--- config.mk ---
export PLATFORM = sky130hd
export DESIGN_NAME = deadlock_idx0_monitor
export DESIGN_NICKNAME = d
export VERILOG_FILES = /design/src/rtl/deadlock_idx0_monitor.sv
export SDC_FILE = /design/constraint.sdc
export NUM_CORES = 1
export LEC_CHECK = 0
export ABC_AREA = 1
export CAP_MARGIN = 0
export CORE_UTILIZATION = 58
export CTS_CLUSTER_SIZE = 12
export DETAILED_ROUTE_END_ITERATION = 8
export HOLD_SLACK_MARGIN = 0.02
export PLACE_DENSITY = 0.88
export REMOVE_ABC_BUFFERS = 1
export SLEW_MARGIN = 10
export SYNTH_ARGS = -nofsm -noshare
export SYNTH_HDL_FRONTEND = slang
export SYNTH_SLANG_ARGS = --single-unit
export TNS_END_PERCENT = 50
--- constraint.sdc ---
create_clock -name clock -period 2 [get_ports clock]
set_input_delay 0.4 -clock clock [delete_from_list [all_inputs] [get_ports clock]]
set_output_delay 0.4 -clock clock [all_outputs]
set_load 0.03 [all_outputs]
--- src/rtl/deadlock_idx0_monitor.sv ---
// Deadlock detector for dataflow region 0: sticky `block` after STALL_THRESHOLD
// blocked cycles without input change. Define DEADLOCK_MON_DIAG_EN for snapshot outputs.
module deadlock_idx0_monitor #(
  parameter int NUM_AXIS        = 2,
  parameter int NUM_INST        = 3,
  parameter int NUM_IBLK        = 1,
  parameter int STALL_THRESHOLD = 1024
) (
  input  logic                clock,
  input  logic                reset,
  input  logic [NUM_AXIS-1:0] axis_block_sigs,
  input  logic [NUM_INST-1:0] inst_idle_sigs,
  input  logic [NUM_IBLK-1:0] inst_block_sigs,
`ifdef DEADLOCK_MON_DIAG_EN
  output logic [NUM_AXIS-1:0] diag_axis_snap,
  output logic [NUM_INST-1:0] diag_inst_snap,
  output logic [NUM_IBLK-1:0] diag_iblk_snap,
  output logic [31:0]         diag_cycle,
`endif
  output logic                block
);

  // state   | meaning
  // IDLE    | no block flag set, counter cleared
  // WATCH   | some block flag set, counting unchanged cycles
  // BLOCKED | deadlock declared, held until reset
  typedef enum logic [1:0] {ST_IDLE, ST_WATCH, ST_BLOCKED} state_t;

  localparam int          SIG_W    = NUM_AXIS + NUM_INST + NUM_IBLK;
  localparam logic [15:0] CNT_LAST = 16'(STALL_THRESHOLD - 1);

  state_t             state_q, state_d;
  logic [15:0]        cnt_q, cnt_d;
  logic [SIG_W-1:0]   sig_q, sig_d;
  logic               block_q, block_d;
  logic               any_blk;
  logic               stalled;

  assign sig_d   = {inst_block_sigs, inst_idle_sigs, axis_block_sigs};
  assign any_blk = (|axis_block_sigs) | (|inst_block_sigs);
  // X/Z inputs make the compare unknown; the if below then treats it as progress
  assign stalled = any_blk & (sig_d == sig_q);

  always_ff @(posedge clock) begin
    if (reset) begin
      state_q <= ST_IDLE;
      cnt_q   <= '0;
      sig_q   <= '0;
      block_q <= 1'b0;
    end else begin
      state_q <= state_d;
      cnt_q   <= cnt_d;
      sig_q   <= sig_d;
      block_q <= block_d;
    end
  end

  always_comb begin
    state_d = state_q;
    cnt_d   = cnt_q;
    case (state_q)
      ST_IDLE: begin
        cnt_d = '0;
        if (any_blk) state_d = ST_WATCH;
      end
      ST_WATCH: begin
        if (!any_blk) begin
          state_d = ST_IDLE;
          cnt_d   = '0;
        end else if (stalled) begin
          if (cnt_q == CNT_LAST) state_d = ST_BLOCKED;
          else                   cnt_d   = cnt_q + 16'd1;
        end else begin
          cnt_d = '0;
        end
      end
      ST_BLOCKED: begin
        state_d = ST_BLOCKED;
      end
      default: begin
        state_d = ST_IDLE;
        cnt_d   = '0;
      end
    endcase
  end

  always_comb begin
    block_d = (state_d == ST_BLOCKED);
  end

  assign block = block_q;

`ifdef DEADLOCK_MON_DIAG_EN
  logic [31:0]         cyc_q, cyc_d;
  logic [NUM_AXIS-1:0] axis_snap_q, axis_snap_d;
  logic [NUM_INST-1:0] inst_snap_q, inst_snap_d;
  logic [NUM_IBLK-1:0] iblk_snap_q, iblk_snap_d;
  logic [31:0]         dcyc_q, dcyc_d;
  logic                block_rise;

  always_ff @(posedge clock) begin
    if (reset) begin
      cyc_q       <= '0;
      axis_snap_q <= '0;
      inst_snap_q <= '0;
      iblk_snap_q <= '0;
      dcyc_q      <= '0;
    end else begin
      cyc_q       <= cyc_d;
      axis_snap_q <= axis_snap_d;
      inst_snap_q <= inst_snap_d;
      iblk_snap_q <= iblk_snap_d;
      dcyc_q      <= dcyc_d;
    end
  end

  // diag_cycle records the counter value including the rising edge itself
  always_comb begin
    cyc_d       = (cyc_q == 32'hFFFF_FFFF) ? cyc_q : cyc_q + 32'd1;
    block_rise  = block_d & ~block_q;
    axis_snap_d = block_rise ? axis_block_sigs : axis_snap_q;
    inst_snap_d = block_rise ? inst_idle_sigs  : inst_snap_q;
    iblk_snap_d = block_rise ? inst_block_sigs : iblk_snap_q;
    dcyc_d      = block_rise ? cyc_d           : dcyc_q;
  end

  assign diag_axis_snap = axis_snap_q;
  assign diag_inst_snap = inst_snap_q;
  assign diag_iblk_snap = iblk_snap_q;
  assign diag_cycle     = dcyc_q;
`endif

endmodule

* Word level (Yosys, flattened, before mapping)
Cells that the tools add are included.
Cells by class: add/subtract/negate cells 1, eq/ne operators 6, muxes and demuxes 9, bitwise logic cells 3, reductions and logical operators 3
Operator list (count):
- 2-to-1 mux 16 bit | 3
- case mux 16 bit (2 select lines) | 1
- adder 16 x 1 -> 16 bit (second input constant) | 1
- equality test 16 x 10 -> 1 bit (second input constant) | 1
- 2-to-1 mux 2 bit | 4
- equality test 6 bit | 1
- case mux 2 bit (3 select lines) | 1
- equality test 2 bit (second input constant) | 2
- != test 4 bit (second input constant) | 1
- equality test 2 x 1 -> 1 bit (second input constant) | 1
- logical NOT 2 bit | 1
- AND reduction 2 bit | 1
- OR reduction 2 bit | 1
- bitwise AND 1 bit | 1
- NOT 1 bit | 1
- OR 1 bit | 1
Word-level totals: flip-flop bits (word level) 25, output and inout port bits 1, word-level logic and storage cells 26

* Logic depth before layout (Yosys ltp)
depth in word-level cells 7, gate-level depth with buffers 12, gate-level depth less buffers 11

* Worst setup path after synthesis
OpenSTA, ideal clock, no wires.
path kind reg2reg, start point register cnt_q[0], end point register cnt_q[10], data arrival time 1.328 ns, setup slack 0.560 ns, cell stages (with the launch flop) 12, path buffers 1, cell sequence dfxtp_1 -> ha_1 -> nand3_2 -> nor2_4 -> nand2_2 -> nor2_4 -> nand2_4 -> buf_6 -> nand3_1 -> nand2_1 -> clkinv_1 -> nor2_1
On the way: cells in the longest elaborated chain, start to end 5, elaborated cells between the ends (all ways) 8
Ends and longest elaborated chain:
- start: declaration | RTL line 33 | logic [15:0] cnt_q, cnt_d;
- start signal: assignment | RTL line 52 | cnt_q <= cnt_d;
- adder 16 x 1 -> 16 bit | RTL line 72 | else cnt_d = cnt_q + 16'd1;
- 2-to-1 mux 16 bit | RTL line 71 | if (cnt_q == CNT_LAST) state_d = ST_BLOCKED;
- 2-to-1 mux 16 bit | RTL line 70 | end else if (stalled) begin
- 2-to-1 mux 16 bit | RTL line 67 | if (!any_blk) begin
- case mux 16 bit (2 select lines) | RTL line 61 | case (state_q)
Parallel ways exist; a longest one is shown, timed or not. The select of a mux whose other input is x is not followed. A chain may end at the register's enable or synchronous reset.

* Final worst setup path
start point register block_q (netlist: block), end point output block
RTL lines:
- start: declaration | RTL line 35 | logic block_q, block_d;
- start signal: assignment | RTL line 54 | block_q <= block_d;
- end: declaration | RTL line 20 | output logic block
No word-level cell between the ends.

==> impl_metrics.csv <==
group,metric,value,unit
run_status,outcome,"finished clean",
critical_path,end_kind,"primary output",
floorplanning,start_util,62.2,%
floorplanning,dieArea,2920,sq um
global_routing,grt_pass1_wl,5300,um
timing,period_needed,1.70,ns
route,vias_per_cell,5.11,
route,post_drt_wl_per_cell,10.8,um
timing,finalClockSkew,0.00381,ns
clock_network,clockBufferDepth,2,
placed_design,place_inst,275,
layout,n_fill_cell,222,
floorplanning,die_w,54.0,um
global_routing,grt-ovfl-total,0,
floorplanning,die_h,54.0,um
clock_network,tritoncts,"yes",
run,drv_cap,0,
route,vias,1427,
clock_network,path_clk_slew,0.13,ns
critical_path,rr_worst_depth,10,
synthesis,yosysWarnings,0,
critical_path,critPathKind,"reg -> out",
synthesis,ys_ff_latch,25,
timing,fmax,590,MHz
min_path,whs_path_depth,2,
layout,nNetsFinal,259,
layout,final_cell_mix,"63 x nand2_1, 30 x nor2_1, 29 x inv_1",
critical_path,crit_slowest_cell,"clkdlybuf4s50_1",
layout,antennaDiodeCount,0,
critical_path,arrival,1.30,ns
critical_path,critPathMaxFanout,1,
synthesis,avgSynthCellArea,6.59,sq um
layout,multi_input_area,872,sq um
clock_network,cts_hold_buf,0,
critical_path,critPathBufInv,1,
synthesis,synth-seq-area-share,31.9,%
timing,whs,0.521,ns
synthesis,synth_cell_type_count,27,
placed_design,io_buffers,8,
clock_network,cts-buffers-inserted,3,
timing,tightest_slew,0.540,ns
clock_network,cts_root_buffer,"clkbuf_4",
synthesis,synth.cell_area,1570,sq um
timing,finalHoldViolCount,0,
pwr,ir_worst_vdd,305,uV
critical_path,crit_path_max_incr_delay,0.66,ns
route,ant_nets,0,
placed_design,dp_hpwl,2310,um
timing,setup_viol,0,
global_routing,grt.total_usage,24.4,%
synthesis,syn-instance-count,238,
global_routing,grt_max_degree,15,
floorplanning,ios,9,
global_routing,antenna_found_initial,0,
critical_path,cp.depth,1,
critical_path,cp-start-kind,"flip-flop",
critical_path,path_cells,"clkdlybuf4s50_1",
timing,tns,0,ns
clock_network,clock-sinks,25,
clock_network,worst_skew_pair.late_latency,0.30,ns
pwr,power.density,467,nW/um^2
route,drc,0,
critical_path,required,1.60,ns
pwr,p_leak,0.756,nW
floorplanning,core,2520,sq um
timing,slew_viol_final,0,
route,drt-initial-drc-count,33,
pwr,total_power,802,uW
global_routing,first_global_vias,1314,
layout,fin_cells,279,
min_path,hold_class,"reg -> reg",
timing,maxSlewHeadroom,63.9,%
critical_path,path_delay_family,"buffers and inverters",
clock_network,htree_levels,1,
route,drt_wl_total,3000,um
layout,final_common_cell,"nand2_1",
layout,seq_area,500,sq um
floorplanning,core.rowCount,18,
route,dr.pass1.iters,4,
clock_network,postCtsSetupBuffers,0,
placed_design,place_congestion,0.882,
layout,area_delta_synth_final,9.41,%
timing,post-route-period-util,84.8,%
layout,drive_above_1_share,17.7,%
clock_network,cts_resized,0,
timing,grt_setup_unrepaired,"false",
==> power breakdown <==
group | internal, mW | leakage [nW] | switching, mW | total (mW)
sequential | 0.506 | 0.203 | 0.00366 | 0.510
clock | 0.0777 | 0.0150 | 0.142 | 0.219
combinational | 0.0298 | 0.538 | 0.0433 | 0.0731
==> registers in the layout, summed over array words and instances (netlist names) <==
register / flops
block: 1
sig_q: 6
state_q: 2
cnt_q: 16
==> cells by family (layout without fill, tap and decap cells) <==
| group | count (synthesis) | count (layout) | share of synthesized area, % |
|---|---|---|---|
| buffers and inverters | 45 | 56 | 12.5 |
| and+or+nand+nor | 149 | 149 | 46.8 |
| DFF | 25 | 25 | 31.9 |
| AOI/OAI and AO/OA | 17 | 17 | 7.42 |
| adders and majority gates | 1 | 1 | 0.797 |
| xor gates and xnor gates | 1 | 1 | 0.558 |
==> cell usage after synthesis (all sizes together) <==
master	instances	area share, %
nand2	73	20
inv	34	8.1
nor2	33	9.9
dfxtp	25	32
nand3	24	9.9
a21oi	13	6.1
nand4	12	4.8
clkbuf	4	0.96
clkinv	4	0.96
buf	3	2.5
nor3	3	0.96
o21ai	3	0.96
or2	2	0.80
a31oi	1	0.40
and2	1	0.40
ha	1	0.80
nor4	1	0.40
xnor2	1	0.56
==> per-stage QoR <==
step | setup slack, ns | area [sq um] | util [%]
2_1_floorplan | 0.337 | 1520 | -
3_3_place_gp | 0.0669 | 1690 | 67.0
3_5_place_dp | 0.0179 | 1690 | 67.0
4_1_cts | 0.276 | 1720 | 68.1
5_1_grt | 0.230 | 1720 | 68.1
6_report | 0.304 | 1720 | 68.1
==> per-layer routing <==
layer / wire, um / GRT usage (%) / vias to the layer above
li1: - / - / 775
met1: 1550 / 30.1 / 638
met2: 1390 / 44.7 / 12
met3: 47 / 3.39 / 2
met4: 15 / 5.13 / 0
met5: 0 / 0 / -
==> final cells by class <==
| class | count | area share [%] |
|---|---|---|
| multi-input combinational | 168 | 50.8 |
| sequential | 25 | 29.2 |
| inverter | 38 | 8.31 |
| timing repair buffer | 14 | 8.02 |
| tap | 30 | 2.19 |
| clock buffer | 4 | 1.53 |
==> worst paths after layout <==
kind          endpoint       from  slack (ns)
min reg2reg  cnt_q[15]  cnt_q[15]        0.52
max reg2reg   cnt_q[0]   cnt_q[0]        0.38
min          cnt_q[15]  cnt_q[15]        0.52
max              block      block        0.30
No activity file was read; power rests on OpenSTA's default activity.
